`config.mk`:
```
export PLATFORM = sky130hd
export DESIGN_NAME = uart_frame_tx_flat
export DESIGN_NICKNAME = d
export VERILOG_FILES = /design/src/rtl/uart_frame_tx_pkg.sv /design/src/rtl/uart_frame_tx_if.sv /design/src/rtl/uart_frame_tx_baud_tick.sv /design/src/rtl/uart_frame_tx.sv /design/src/flat_wrapper.sv
export SDC_FILE = /design/constraint.sdc
export NUM_CORES = 1
export LEC_CHECK = 0
export ABC_CLOCK_PERIOD_IN_PS = 3800
export BUFFER_PORTS_ARGS = -buffer_cell sky130_fd_sc_hd__buf_2
export CAP_MARGIN = 10
export CORE_MARGIN = 1.5
export CORE_UTILIZATION = 35
export DETAILED_ROUTE_END_ITERATION = 8
export GPL_TIMING_DRIVEN = 1
export PLACE_DENSITY_LB_ADDON = 0.12
export SYNTH_ARGS = -nofsm -noshare
export SYNTH_HDL_FRONTEND = slang
export SYNTH_SLANG_ARGS = --single-unit
```
`constraint.sdc`:
```
create_clock -name sys_clk -period 3.8 [get_ports sys_clk]
set_clock_uncertainty 0.15 [all_clocks]
set_input_delay 0.57 -clock sys_clk [delete_from_list [all_inputs] [get_ports sys_clk]]
set_output_delay 0.57 -clock sys_clk [all_outputs]
set_load 0.03 [all_outputs]
```
`src/rtl/uart_frame_tx_pkg.sv`:
```
// Shared types and constants for the multi-byte UART frame transmitter.
package uart_pkg;

    typedef enum logic [2:0] {
        UTX_IDLE,
        UTX_START,
        UTX_DATA,
        UTX_PARITY,
        UTX_STOP
    } utx_state_e;

    localparam int unsigned PAR_NONE = 0;
    localparam int unsigned PAR_ODD  = 1;
    localparam int unsigned PAR_EVEN = 2;

    function automatic int unsigned calc_bps_cnt(input int unsigned clk_hz,
                                                 input int unsigned baud);
        return clk_hz / baud;
    endfunction

endpackage

```
`src/rtl/uart_frame_tx_if.sv`:
```
// Frame handshake bundle: payload plus valid/ready between frame producer and transmitter.
interface uart_frame_tx_if #(
    parameter int unsigned NBYTES    = 10,
    parameter int unsigned DATA_BITS = 8
);
    logic [NBYTES*DATA_BITS-1:0] frame_data;
    logic                        frame_valid;
    logic                        frame_ready;

    modport master (output frame_data, output frame_valid, input frame_ready);
    modport slave  (input frame_data, input frame_valid, output frame_ready);
endinterface

```
`src/rtl/uart_frame_tx_baud_tick.sv`:
```
// Bit-period counter: counts 0..BPS_CNT-1 while enabled, ticks on the last count.
module uart_baud_tick
    import uart_pkg::*;
#(
    parameter int unsigned BPS_CNT = 10
) (
    input  logic clk_i,
    input  logic rst_ni,
    input  logic clr_i,
    input  logic en_i,
    output logic bit_tick_o
);
    localparam int unsigned     CW       = (BPS_CNT > 1) ? $clog2(BPS_CNT) : 1;
    localparam logic [CW-1:0]   CNT_LAST = CW'(BPS_CNT - 1);

    logic [CW-1:0] cnt_q;

    always_ff @(posedge clk_i or negedge rst_ni) begin
        if (!rst_ni) begin
            cnt_q <= '0;
        end else if (clr_i) begin
            cnt_q <= '0;
        end else if (en_i) begin
            if (cnt_q == CNT_LAST) begin
                cnt_q <= '0;
            end else begin
                cnt_q <= cnt_q + 1'b1;
            end
        end
    end

    assign bit_tick_o = en_i && (cnt_q == CNT_LAST);

endmodule

```
`src/rtl/uart_frame_tx.sv`:
```
// Multi-character UART transmitter: sends NBYTES characters per accepted frame, back-to-back.
module uart_frame_tx
    import uart_pkg::*;
#(
    parameter int unsigned SYS_CLK_FRE = 100_000_000,
    parameter int unsigned BPS         = 9600,
    parameter int unsigned NBYTES      = 10,
    parameter int unsigned DATA_BITS   = 8,
    parameter int unsigned PARITY      = PAR_NONE,
    parameter int unsigned STOP_BITS   = 1
) (
    input  logic           sys_clk,
    input  logic           sys_rst_n,
    uart_frame_tx_if.slave frame_if,
    output logic           uart_txd,
    output logic           tx_busy,
    output logic           tx_done
);
    localparam int unsigned   BPS_CNT   = calc_bps_cnt(SYS_CLK_FRE, BPS);
    localparam int unsigned   FW        = NBYTES * DATA_BITS;
    localparam int unsigned   BW        = $clog2(DATA_BITS);
    localparam int unsigned   IW        = (NBYTES > 1) ? $clog2(NBYTES) : 1;
    localparam bit            HAS_PAR   = (PARITY != PAR_NONE);
    localparam logic          PAR_INV   = (PARITY == PAR_ODD);
    localparam logic [BW-1:0] BIT_LAST  = BW'(DATA_BITS - 1);
    localparam logic [IW-1:0] IDX_LAST  = IW'(NBYTES - 1);
    localparam logic          STOP_LAST = (STOP_BITS == 2);

    utx_state_e    state_q;
    logic [FW-1:0] shift_q;
    logic [BW-1:0] bit_cnt_q;
    logic          stop_cnt_q;
    logic [IW-1:0] idx_q;
    logic          par_q;
    logic          txd_q;
    logic          done_q;

    logic          accept;
    logic          baud_en;
    logic          bit_tick;

    assign accept               = (state_q == UTX_IDLE) && frame_if.frame_valid;
    assign baud_en              = (state_q != UTX_IDLE);
    assign frame_if.frame_ready = (state_q == UTX_IDLE);

    uart_baud_tick #(.BPS_CNT(BPS_CNT)) u_baud (
        .clk_i      (sys_clk),
        .rst_ni     (sys_rst_n),
        .clr_i      (accept),
        .en_i       (baud_en),
        .bit_tick_o (bit_tick)
    );

    // The whole payload shifts right one bit per data bit sent, so after
    // DATA_BITS shifts the next character already sits at the bottom.
    // Parity is accumulated as the bits go out.
    always_ff @(posedge sys_clk or negedge sys_rst_n) begin
        if (!sys_rst_n) begin
            state_q    <= UTX_IDLE;
            shift_q    <= '0;
            bit_cnt_q  <= '0;
            stop_cnt_q <= 1'b0;
            idx_q      <= '0;
            par_q      <= 1'b0;
            txd_q      <= 1'b1;
            done_q     <= 1'b0;
        end else begin
            done_q <= 1'b0;
            case (state_q)
                UTX_IDLE: begin
                    txd_q <= 1'b1;
                    if (frame_if.frame_valid) begin
                        shift_q <= frame_if.frame_data;
                        idx_q   <= '0;
                        txd_q   <= 1'b0;
                        state_q <= UTX_START;
                    end
                end
                UTX_START: begin
                    if (bit_tick) begin
                        txd_q     <= shift_q[0];
                        par_q     <= shift_q[0];
                        shift_q   <= shift_q >> 1;
                        bit_cnt_q <= '0;
                        state_q   <= UTX_DATA;
                    end
                end
                UTX_DATA: begin
                    if (bit_tick) begin
                        if (bit_cnt_q == BIT_LAST) begin
                            if (HAS_PAR) begin
                                txd_q   <= par_q ^ PAR_INV;
                                state_q <= UTX_PARITY;
                            end else begin
                                txd_q      <= 1'b1;
                                stop_cnt_q <= 1'b0;
                                state_q    <= UTX_STOP;
                            end
                        end else begin
                            txd_q     <= shift_q[0];
                            par_q     <= par_q ^ shift_q[0];
                            shift_q   <= shift_q >> 1;
                            bit_cnt_q <= bit_cnt_q + 1'b1;
                        end
                    end
                end
                UTX_PARITY: begin
                    if (bit_tick) begin
                        txd_q      <= 1'b1;
                        stop_cnt_q <= 1'b0;
                        state_q    <= UTX_STOP;
                    end
                end
                UTX_STOP: begin
                    if (bit_tick) begin
                        if (stop_cnt_q == STOP_LAST) begin
                            if (idx_q == IDX_LAST) begin
                                txd_q   <= 1'b1;
                                done_q  <= 1'b1;
                                state_q <= UTX_IDLE;
                            end else begin
                                idx_q   <= idx_q + 1'b1;
                                txd_q   <= 1'b0;
                                state_q <= UTX_START;
                            end
                        end else begin
                            stop_cnt_q <= 1'b1;
                        end
                    end
                end
                default: begin
                    txd_q   <= 1'b1;
                    state_q <= UTX_IDLE;
                end
            endcase
        end
    end

    assign uart_txd = txd_q;
    assign tx_busy  = (state_q != UTX_IDLE);
    assign tx_done  = done_q;

endmodule
```
`src/flat_wrapper.sv`:
```
// flat-port wrapper written by rule: the top's interface ports become plain ports
module uart_frame_tx_flat import uart_pkg::*;
#(
    parameter int unsigned SYS_CLK_FRE = 100_000_000,
    parameter int unsigned BPS         = 9600,
    parameter int unsigned NBYTES      = 10,
    parameter int unsigned DATA_BITS   = 8,
    parameter int unsigned PARITY      = PAR_NONE,
    parameter int unsigned STOP_BITS   = 1
)
  (sys_clk, sys_rst_n, uart_txd, tx_busy, tx_done, frame_if_frame_data, frame_if_frame_valid, frame_if_frame_ready);
  uart_frame_tx_if #(.NBYTES(NBYTES), .DATA_BITS(DATA_BITS)) frame_if_i ();
  input  logic sys_clk;
  input  logic sys_rst_n;
  output logic uart_txd;
  output logic tx_busy;
  output logic tx_done;
  input wire logic [$bits(frame_if_i.frame_data)-1:0] frame_if_frame_data;
  input wire logic [$bits(frame_if_i.frame_valid)-1:0] frame_if_frame_valid;
  output wire logic [$bits(frame_if_i.frame_ready)-1:0] frame_if_frame_ready;
  assign frame_if_i.frame_data = frame_if_frame_data;
  assign frame_if_i.frame_valid = frame_if_frame_valid;
  assign frame_if_frame_ready = frame_if_i.frame_ready;
  uart_frame_tx #(.SYS_CLK_FRE(SYS_CLK_FRE), .BPS(BPS), .NBYTES(NBYTES), .DATA_BITS(DATA_BITS), .PARITY(PARITY), .STOP_BITS(STOP_BITS)) u_core (.sys_clk(sys_clk), .sys_rst_n(sys_rst_n), .frame_if(frame_if_i), .uart_txd(uart_txd), .tx_busy(tx_busy), .tx_done(tx_done));
endmodule
```
## Yosys cells after proc, flatten, opt, wreduce, memory -nomap -nowiden

Cells that the tools add are included.

| storage, ports and cells | value |
|---|---|
| bits in registers | 107 |
| bits of input ports | 83 |
| output and inout port bits | 4 |
| logic and storage cells | 86 |

| operators by class | value |
|---|---|
| add/subtract/negate cells | 3 |
| equal/unequal tests | 16 |
| mux-type cells | 44 |
| reductions and logical operators | 15 |

Operators with widths:

| kind | count |
|---|---|
| $mux W80 | 4 |
| $pmux W80 S3 | 1 |
| $mux W14 | 3 |
| $mux W3 | 10 |
| $reduce_and A5 Y1 | 4 |
| $mux W1 | 17 |
| $mux W4 | 4 |
| $pmux W3 S5 | 1 |
| $add A14 B1 Y14 const B | 1 |
| $eq A14 B14 Y1 const B | 1 |
| $ne A2 B1 Y1 const B | 5 |
| $reduce_bool A3 Y1 | 3 |
| $ne A2 B2 Y1 const B | 4 |
| $pmux W4 S2 | 1 |
| $reduce_and A7 Y1 | 1 |
| $eq A3 B2 Y1 const B | 2 |
| $eq A3 B3 Y1 const B | 2 |
| $pmux W3 S2 | 1 |
| $reduce_bool A2 Y1 | 3 |
| $pmux W1 S5 | 1 |
| $add A4 B1 Y4 const B | 1 |
| $eq A4 B4 Y1 const B | 1 |
| $reduce_and A4 Y1 | 1 |
| $add A3 B1 Y3 const B | 1 |
| 4 further kinds | 5 |

## Logic depth before layout (Yosys ltp)

Gate-level depths: netlist (run 1).

| logic depth | value |
|---|---|
| depth in word-level cells | 5 |
| mapped depth | 8 |
| depth with buffers taken out | 6 |

## Cells and area by module

A second synthesis (run 1) with hierarchy kept.

| unflattened totals | value |
|---|---|
| cells, all modules | 515 |
| area, all modules | 5211.2 µm² |

By module, submodules not included:

| module | times used | cells each | area an instance (µm²) | sequential area each (µm²) |
|---|---|---|---|---|
| uart_frame_tx | 1 | 426 | 4396.7 | 2303.5 |
| uart_baud_tick | 1 | 89 | 814.5 | 350.3 |

## Worst setup path after synthesis (run 1)

No wires, ideal clock.

| timing | value |
|---|---|
| path kind | register to output |
| start | register u_core.state_q[1] |
| end | output port tx_busy |
| arrival time | 2.127 ns |
| required time | 3.080 ns |
| slack | 0.953 ns |
| stages on the path, launching flop included | 5 |
| path buffers | 2 |
| cell sequence | dfrtp_1 buf_2 nor3_1 inv_1 clkbuf_1 |

| on the way | value |
|---|---|
| longest elaborated chain between the ends | 1 |

RTL lines:

| what | line | text |
|---|---|---|
| start: declaration | uart_frame_tx.sv:29 | `utx_state_e state_q;` |
| start signal: assignment | uart_frame_tx.sv:59 | `state_q <= UTX_IDLE;` |
| start signal: assignment | uart_frame_tx.sv:76 | `state_q <= UTX_START;` |
| start signal: assignment | uart_frame_tx.sv:85 | `state_q <= UTX_DATA;` |
| $reduce_bool A3 Y1 | uart_frame_tx.sv:140 | `assign tx_busy = (state_q != UTX_IDLE);` |
| end: declaration | flat_wrapper.sv:16 | `output logic tx_busy;` |

Every way passes these cells.

## Worst setup path in the final report (run 1)

| timing | value |
|---|---|
| start | register u_core.state_q[2] |
| end | output port tx_busy |

The elaborated chain is that of the path after synthesis.

==> results of run 1 <==
## cells by family (layout without fill, tap and decap cells)
kind of cell,after synthesis,count (layout),synth area share
compound gates,44,44,0.0576
fa+ha+maj,5,5,0.0111
mux,165,165,0.342
simple gates,78,78,0.0811
flops,106,106,0.471
buf+inv,35,112,0.0371
## critical path: cells and delay by family, from the launching register on
family                 cells  cell delay [ns]
DFF                        1             0.72
buffers and inverters      3             1.05
and+or+nand+nor            1             0.09
## routing by layer
layer | global-route usage | share of wire | wire length, um
met4 | 0.0699 | 0.025 | 284
met1 | 0.201 | 0.48 | 5450
met3 | 0.0242 | 0.034 | 380
met5 | 0 | 0 | 0
met2 | 0.211 | 0.46 | 5160
## through the flow
| stage | setup slack (ns) | power [mW] |
|---|---|---|
| after detailed placement | 1.20 | 1.37 |
| after floorplan | 0.953 | 1.29 |
| after global routing | 0.719 | 2.35 |
| final | 0.862 | 2.24 |
| after CTS | 0.859 | 2.29 |
| after global placement | 1.26 | 1.37 |
## cells in the mapped netlist (all sizes together)
cell type / n / area share
a41oi: 4 / 0.0062
nand3: 14 / 0.012
a2111oi: 1 / 0.0016
a221oi: 2 / 0.0062
a21oi: 2 / 0.0024
nor3b: 1 / 0.0013
a22o: 4 / 0.0062
nor3: 2 / 0.0018
nand4: 5 / 0.0082
nor2: 9 / 0.0060
or2: 1 / 0.0011
buf: 22 / 0.028
nor4: 2 / 0.0022
o32a: 1 / 0.0018
inv: 6 / 0.0040
ha: 5 / 0.011
clkbuf: 7 / 0.0047
nor2b: 3 / 0.0033
mux2i: 4 / 0.0071
nand4b: 1 / 0.0016
o21ai: 11 / 0.0098
mux2: 161 / 0.33
and4b: 1 / 0.0018
dfrtp: 105 / 0.47
o21bai: 1 / 0.0013
or4: 1 / 0.0013
and3: 6 / 0.0067
and2: 2 / 0.0022
and4bb: 2 / 0.0044
o211ai: 3 / 0.0040
nand3b: 4 / 0.0053
nand2: 15 / 0.010
a211o: 1 / 0.0016
dfstp: 1 / 0.0047
and4: 3 / 0.0047
a31oi: 12 / 0.013
or3: 2 / 0.0022
nand2b: 4 / 0.0044
a31o: 1 / 0.0016
o311ai: 1 / 0.0016
## final cells by class
cell class | count | area share
inverters | 6 | 0.00346
clock inverters | 4 | 0.00404
flip-flops and latches | 106 | 0.408
well taps | 216 | 0.0415
clock buffers | 11 | 0.0388
repair buffers | 91 | 0.0780
multi-input cells | 292 | 0.426
## power by group
| part | internal [mW] | total (mW) | switching [mW] |
|---|---|---|---|
| combinational | 0.0987 | 0.155 | 0.0561 |
| sequential | 1.17 | 1.19 | 0.0203 |
| clock | 0.477 | 0.897 | 0.419 |
## state kept, by name, indices dropped and copies added, names as in the netlist
name and flops:
u_core.shift_q 80, u_core.u_baud.cnt_q 14, u_core.idx_q 4, u_core.bit_cnt_q 3, u_core.state_q 3, u_core.tx_done 1
u_core.uart_txd 1
## path summary, 6_finish.rpt
check | from | endpoint
worst max-delay path | u_core.state_q[2]$_DFFE_PN0P_ | tx_busy
worst min-delay path | sys_rst_n | u_core.shift_q[48]$_DFFE_PN0P_
worst max register to register | u_core.u_baud.cnt_q[0]$_DFFE_PN0P_ | u_core.shift_q[31]$_DFFE_PN0P_
worst min register to register | u_core.shift_q[78]$_DFFE_PN0P_ | u_core.shift_q[78]$_DFFE_PN0P_
max in group asynchronous | sys_rst_n | u_core.idx_q[0]$_DFFE_PN0P_
min in group sys_clk | u_core.shift_q[78]$_DFFE_PN0P_ | u_core.shift_q[78]$_DFFE_PN0P_
==> qor.txt, run 1 <==
Gate Count Post-Synth -> 433
CP Class -> register to primary output
drt via density -> 4.98
Multi-input gate area -> 2780 um2
share of layout cells above drive strength 1 -> 0.537
dpl hpwl -> 7.29 mm
GRT Total Usage -> 0.142
Post-Route WL -> 11.3 mm
Routed wire per std cell -> 15.5 um
Post-CTS Setup Inserts -> 0
CTS root buf -> clkbuf_16
Seq cells post-synth -> 106
initial antenna violation count -> 0
syn_nets -> 521
worst stage delay on the critical path -> 0.72 ns
row count -> 46
worst-margin pin slew -> 0.916 ns
Syn-to-layout area delta -> 15.6%
fin. max-slew vios -> 0
Residual DRC -> 0
core area -> 15,800 um2
Clock transition at path regs -> 0.07 ns
worst-path fanout max -> 25
sequential cell area fraction in the yosys report -> 0.471
CTS Sinks -> 106
Finished Layout Cells -> 726
min cycle time layout -> 2.94 ns
cts bufs inserted -> 9
Final Setup Violations -> 0
Max VDD drop -> 0.215 mV
fmax -> 0.340 GHz
final net count -> 594
Hold Vio Cnt, Final -> 0
number of max-cap violations -> 0
final core occ -> 0.413
DRT iter0 DRCs -> 191
Synth warnings -> 0
die area -> 16,900 um2
Pleak -> 2.84 nW
first-pass GRT wire length -> 18.7 mm
# IOs -> 87
filler instances -> 1,542
H-tree depth -> 3
FF/Latch Area -> 2650 um2
CTS resizes -> 0
Buffers on Ports -> 86
clock tree from TritonCTS -> yes
most common cell after layout, fill and taps aside -> mux2_2
Die Span X -> 130 um
crit path max-delay cell type -> dfrtp_1
final hold slack -> 0.192 ns
DR vias -> 3,618
mapped cell area -> 5630 um2
gr ovfl total -> 0
Max-Slew Margin vs Limit -> 0.390
Synth cell types -> 48
placed cell areas -> 6230 um2
Die Ht -> 130 um
Starting Density -> 0.357
GPL Wtd Cong -> 0.783
number of global-route vias before repair -> 3,657
status -> complete, no violations
Startpoint Class -> register
RSZ-0062 raised after global routing -> false
clk_lat worst skew -> 0.35 ns
cts hold-fix bufs -> 0
largest net degree at the start of global routing -> 81
R2R Setup Slk -> 1.19 ns
crit end category -> primary output
Placed Instances -> 711
TritonRoute pass-1 iters -> 4
CTS Buffer Depth -> 2
commonest cells after routing, fill and taps aside -> mux2_2 (141), dfrtp_1 (105), buf_2 (85)
mean post-synth cell area -> 13.0 um2
power density over the cells -> 344 nW/um2
Post-Layout Inst Area -> 6510 um2
worst r2r path cells -> 6
Critical Path RT -> 3.08 ns
Routed Antenna Nets -> 0
crit share post-route -> 0.773
TNS Setup -> 0 ns
CP cell instances -> nor3_1 > buf_4 > inv_1 > buf_2
Crit path arrival time -> 2.22 ns
ant diodes -> 0
worst min path class -> input pin to async pin
Note: power is estimated with default switching activity, not from simulation.
==> run 2: changes to the inputs <==
- ABC_CLOCK_PERIOD_IN_PS: 3800 -> 3000
- clock period: 3.8 -> 3 ns (I/O delays scaled with it)
==> run 2 against run 1 <==
- highest routed layer unchanged
- clock-buffer cell count down 1
- flip-flop and latch count unchanged
- critical path depth up 2
- clock power up 32%
- critical path type is now register to register
- global-route usage down 0.34 points
==> qor.txt, run 2 (synthesis gave the netlist of run 1 again) <==
status -> complete, no violations
Post-Layout Inst Area -> 6550 um2
Max-Slew Margin vs Limit -> 0.604
Crit path arrival time -> 2.71 ns
Worst Hold Depth -> 3
drt via density -> 4.95
ant diodes -> 0
first-pass GRT wire length -> 18.4 mm
crit share post-route -> 0.878
crit path max-delay cell type -> dfrtp_1
register with the most flip-flops -> u_core.shift_q
final core occ -> 0.415
R2R Setup Slk -> 0.37 ns
number of global-route vias before repair -> 3,573
clock tree from TritonCTS -> yes
CTS resizes -> 0
Hold Vio Cnt, Final -> 0
CP top delay family -> simple AND/OR/NAND/NOR gates
DR vias -> 3,615
largest net degree at the start of global routing -> 81
worst r2r path cells -> 6
CTS root buf -> clkbuf_16
most common cell after layout, fill and taps aside -> mux2_2
fmax -> 0.380 GHz
Buffers on Ports -> 86
cts bufs inserted -> 9
commonest cells after routing, fill and taps aside -> mux2_2 (141), dfrtp_1 (105), buf_2 (85)
CTS Buffer Depth -> 2
RSZ-0062 raised after global routing -> false
min cycle time layout -> 2.63 ns
H-tree depth -> 3
cts hold-fix bufs -> 1
Clock transition at path regs -> 0.07 ns
initial antenna violation count -> 0
Die Span X -> 130 um
worst min path class -> input pin to register
CTS Sinks -> 106
die area -> 16,900 um2
Residual DRC -> 0
CP Class -> register to register
Post-CTS Setup Inserts -> 0
worst stage delay on the critical path -> 0.42 ns
GRT Total Usage -> 0.139
max FFs per register -> 80
Starting Density -> 0.357
GPL Wtd Cong -> 0.748
power density over the cells -> 441 nW/um2
worst reg2reg path endpoint -> u_core.shift_q[36]$_DFFE_PN0P_
Hold Startpoint -> frame_if_frame_data[79]
final net count -> 599
Final WS setup -> 0.367 ns
Largest regs -> u_core.shift_q x80, u_core.u_baud.cnt_q x14, u_core.idx_q x4
TritonRoute pass-1 iters -> 4
Routed Antenna Nets -> 0
Final Setup Violations -> 0
row count -> 46
RR Startpoint -> u_core.u_baud.cnt_q[0]$_DFFE_PN0P_
fin. max-slew vios -> 0
placed cell areas -> 6250 um2
worst hold endpoint -> u_core.shift_q[79]$_DFFE_PN0P_
Max VDD drop -> 0.257 mV
# IOs -> 87
DRT iter0 DRCs -> 173
Die Ht -> 130 um
core area -> 15,800 um2
Critical Path RT -> 3.08 ns
filler instances -> 1,566
clk_lat worst skew -> 0.35 ns
Syn-to-layout area delta -> 16.3%
worst-margin pin slew -> 0.594 ns
number of max-cap violations -> 0
dpl hpwl -> 7.29 mm
CP cell instances -> ha_1 > and3_1 > nand4_4 > a221oi_4 > buf_12 > mux2_2
worst slack at placement -> 0.364 ns
share of layout cells above drive strength 1 -> 0.540
Pleak -> 2.87 nW
total power -> 2.89 mW
worst-path fanout max -> 80
gr ovfl total -> 0
Routed wire per std cell -> 15.2 um
Post-Route WL -> 11.1 mm
Startpoint Class -> register
Buf+Inv Stages, Crit Path -> 1
TNS Setup -> 0 ns
crit end category -> register
## run 2: changes by cell type in the layout (fill, tap and decap cells not counted)
cell | before | now
clkinvlp_4 | 1 | 0
bufinv_16 | 0 | 1
clkbuf_8 | 2 | 1
dlygate4sd3_1 | 0 | 1
buf_4 | 3 | 8
clkinv_2 | 2 | 3
buf_12 | 3 | 2
## run 2: power breakdown
part | total, mW | leakage, nW | switching (mW) | internal (mW)
combinational | 0.196 | 1.46 | 0.0703 | 0.126
clock | 1.18 | 0.148 | 0.517 | 0.664
sequential | 1.51 | 1.26 | 0.0265 | 1.48
total | 2.89 | 2.87 | 0.614 | 2.27
## run 2: worst max-delay path by stage
stage                     cells after the start                          startpoint                              to  slack, ns
after CTS                                     6  u_core.u_baud.cnt_q[0]$_DFFE_PN0P_  u_core.shift_q[46]$_DFFE_PN0P_       0.36
after detailed placement                      6  u_core.u_baud.cnt_q[0]$_DFFE_PN0P_  u_core.shift_q[53]$_DFFE_PN0P_       0.36
after floorplan                               4       u_core.state_q[1]$_DFFE_PN0P_                         tx_busy       0.27
after global routing                          6  u_core.u_baud.cnt_q[0]$_DFFE_PN0P_  u_core.shift_q[36]$_DFFE_PN0P_       0.20
after global placement                        6  u_core.u_baud.cnt_q[0]$_DFFE_PN0P_  u_core.shift_q[27]$_DFFE_PN0P_       0.45
final                                         6  u_core.u_baud.cnt_q[0]$_DFFE_PN0P_  u_core.shift_q[36]$_DFFE_PN0P_       0.37
## run 2: through the flow
stage,std cells,hold slack [ns]
after floorplan,433,0.00441
after global placement,715,0.268
after detailed placement,715,0.273
after CTS,731,0.262
after global routing,731,0.280
final,731,0.283
## run 2: worst register-to-register path, stage by stage (launching register included)
cell	delay (ns)
dfrtp_1	0.42
ha_1	0.25
and3_1	0.32
nand4_4	0.18
a221oi_4	0.32
buf_12	0.42
mux2_2	0.46
## run 2: final cells by class
type	count	area [um2]	share of cell area
clock buffer	10	239	0.0365
tap	216	270	0.0413
clock inverter	5	53.8	0.00821
sequential	106	2650	0.405
timing repair buffer	96	536	0.0818
inverter	6	22.5	0.00344
multi-input combinational	292	2780	0.424
## run 2: routing by layer
metal,global-route usage,vias up,share of wire
li1,-,1763,-
met1,0.198,1782,0.50
met2,0.209,57,0.46
met3,0.0246,13,0.031
met4,0.0562,0,0.015
met5,0,-,0
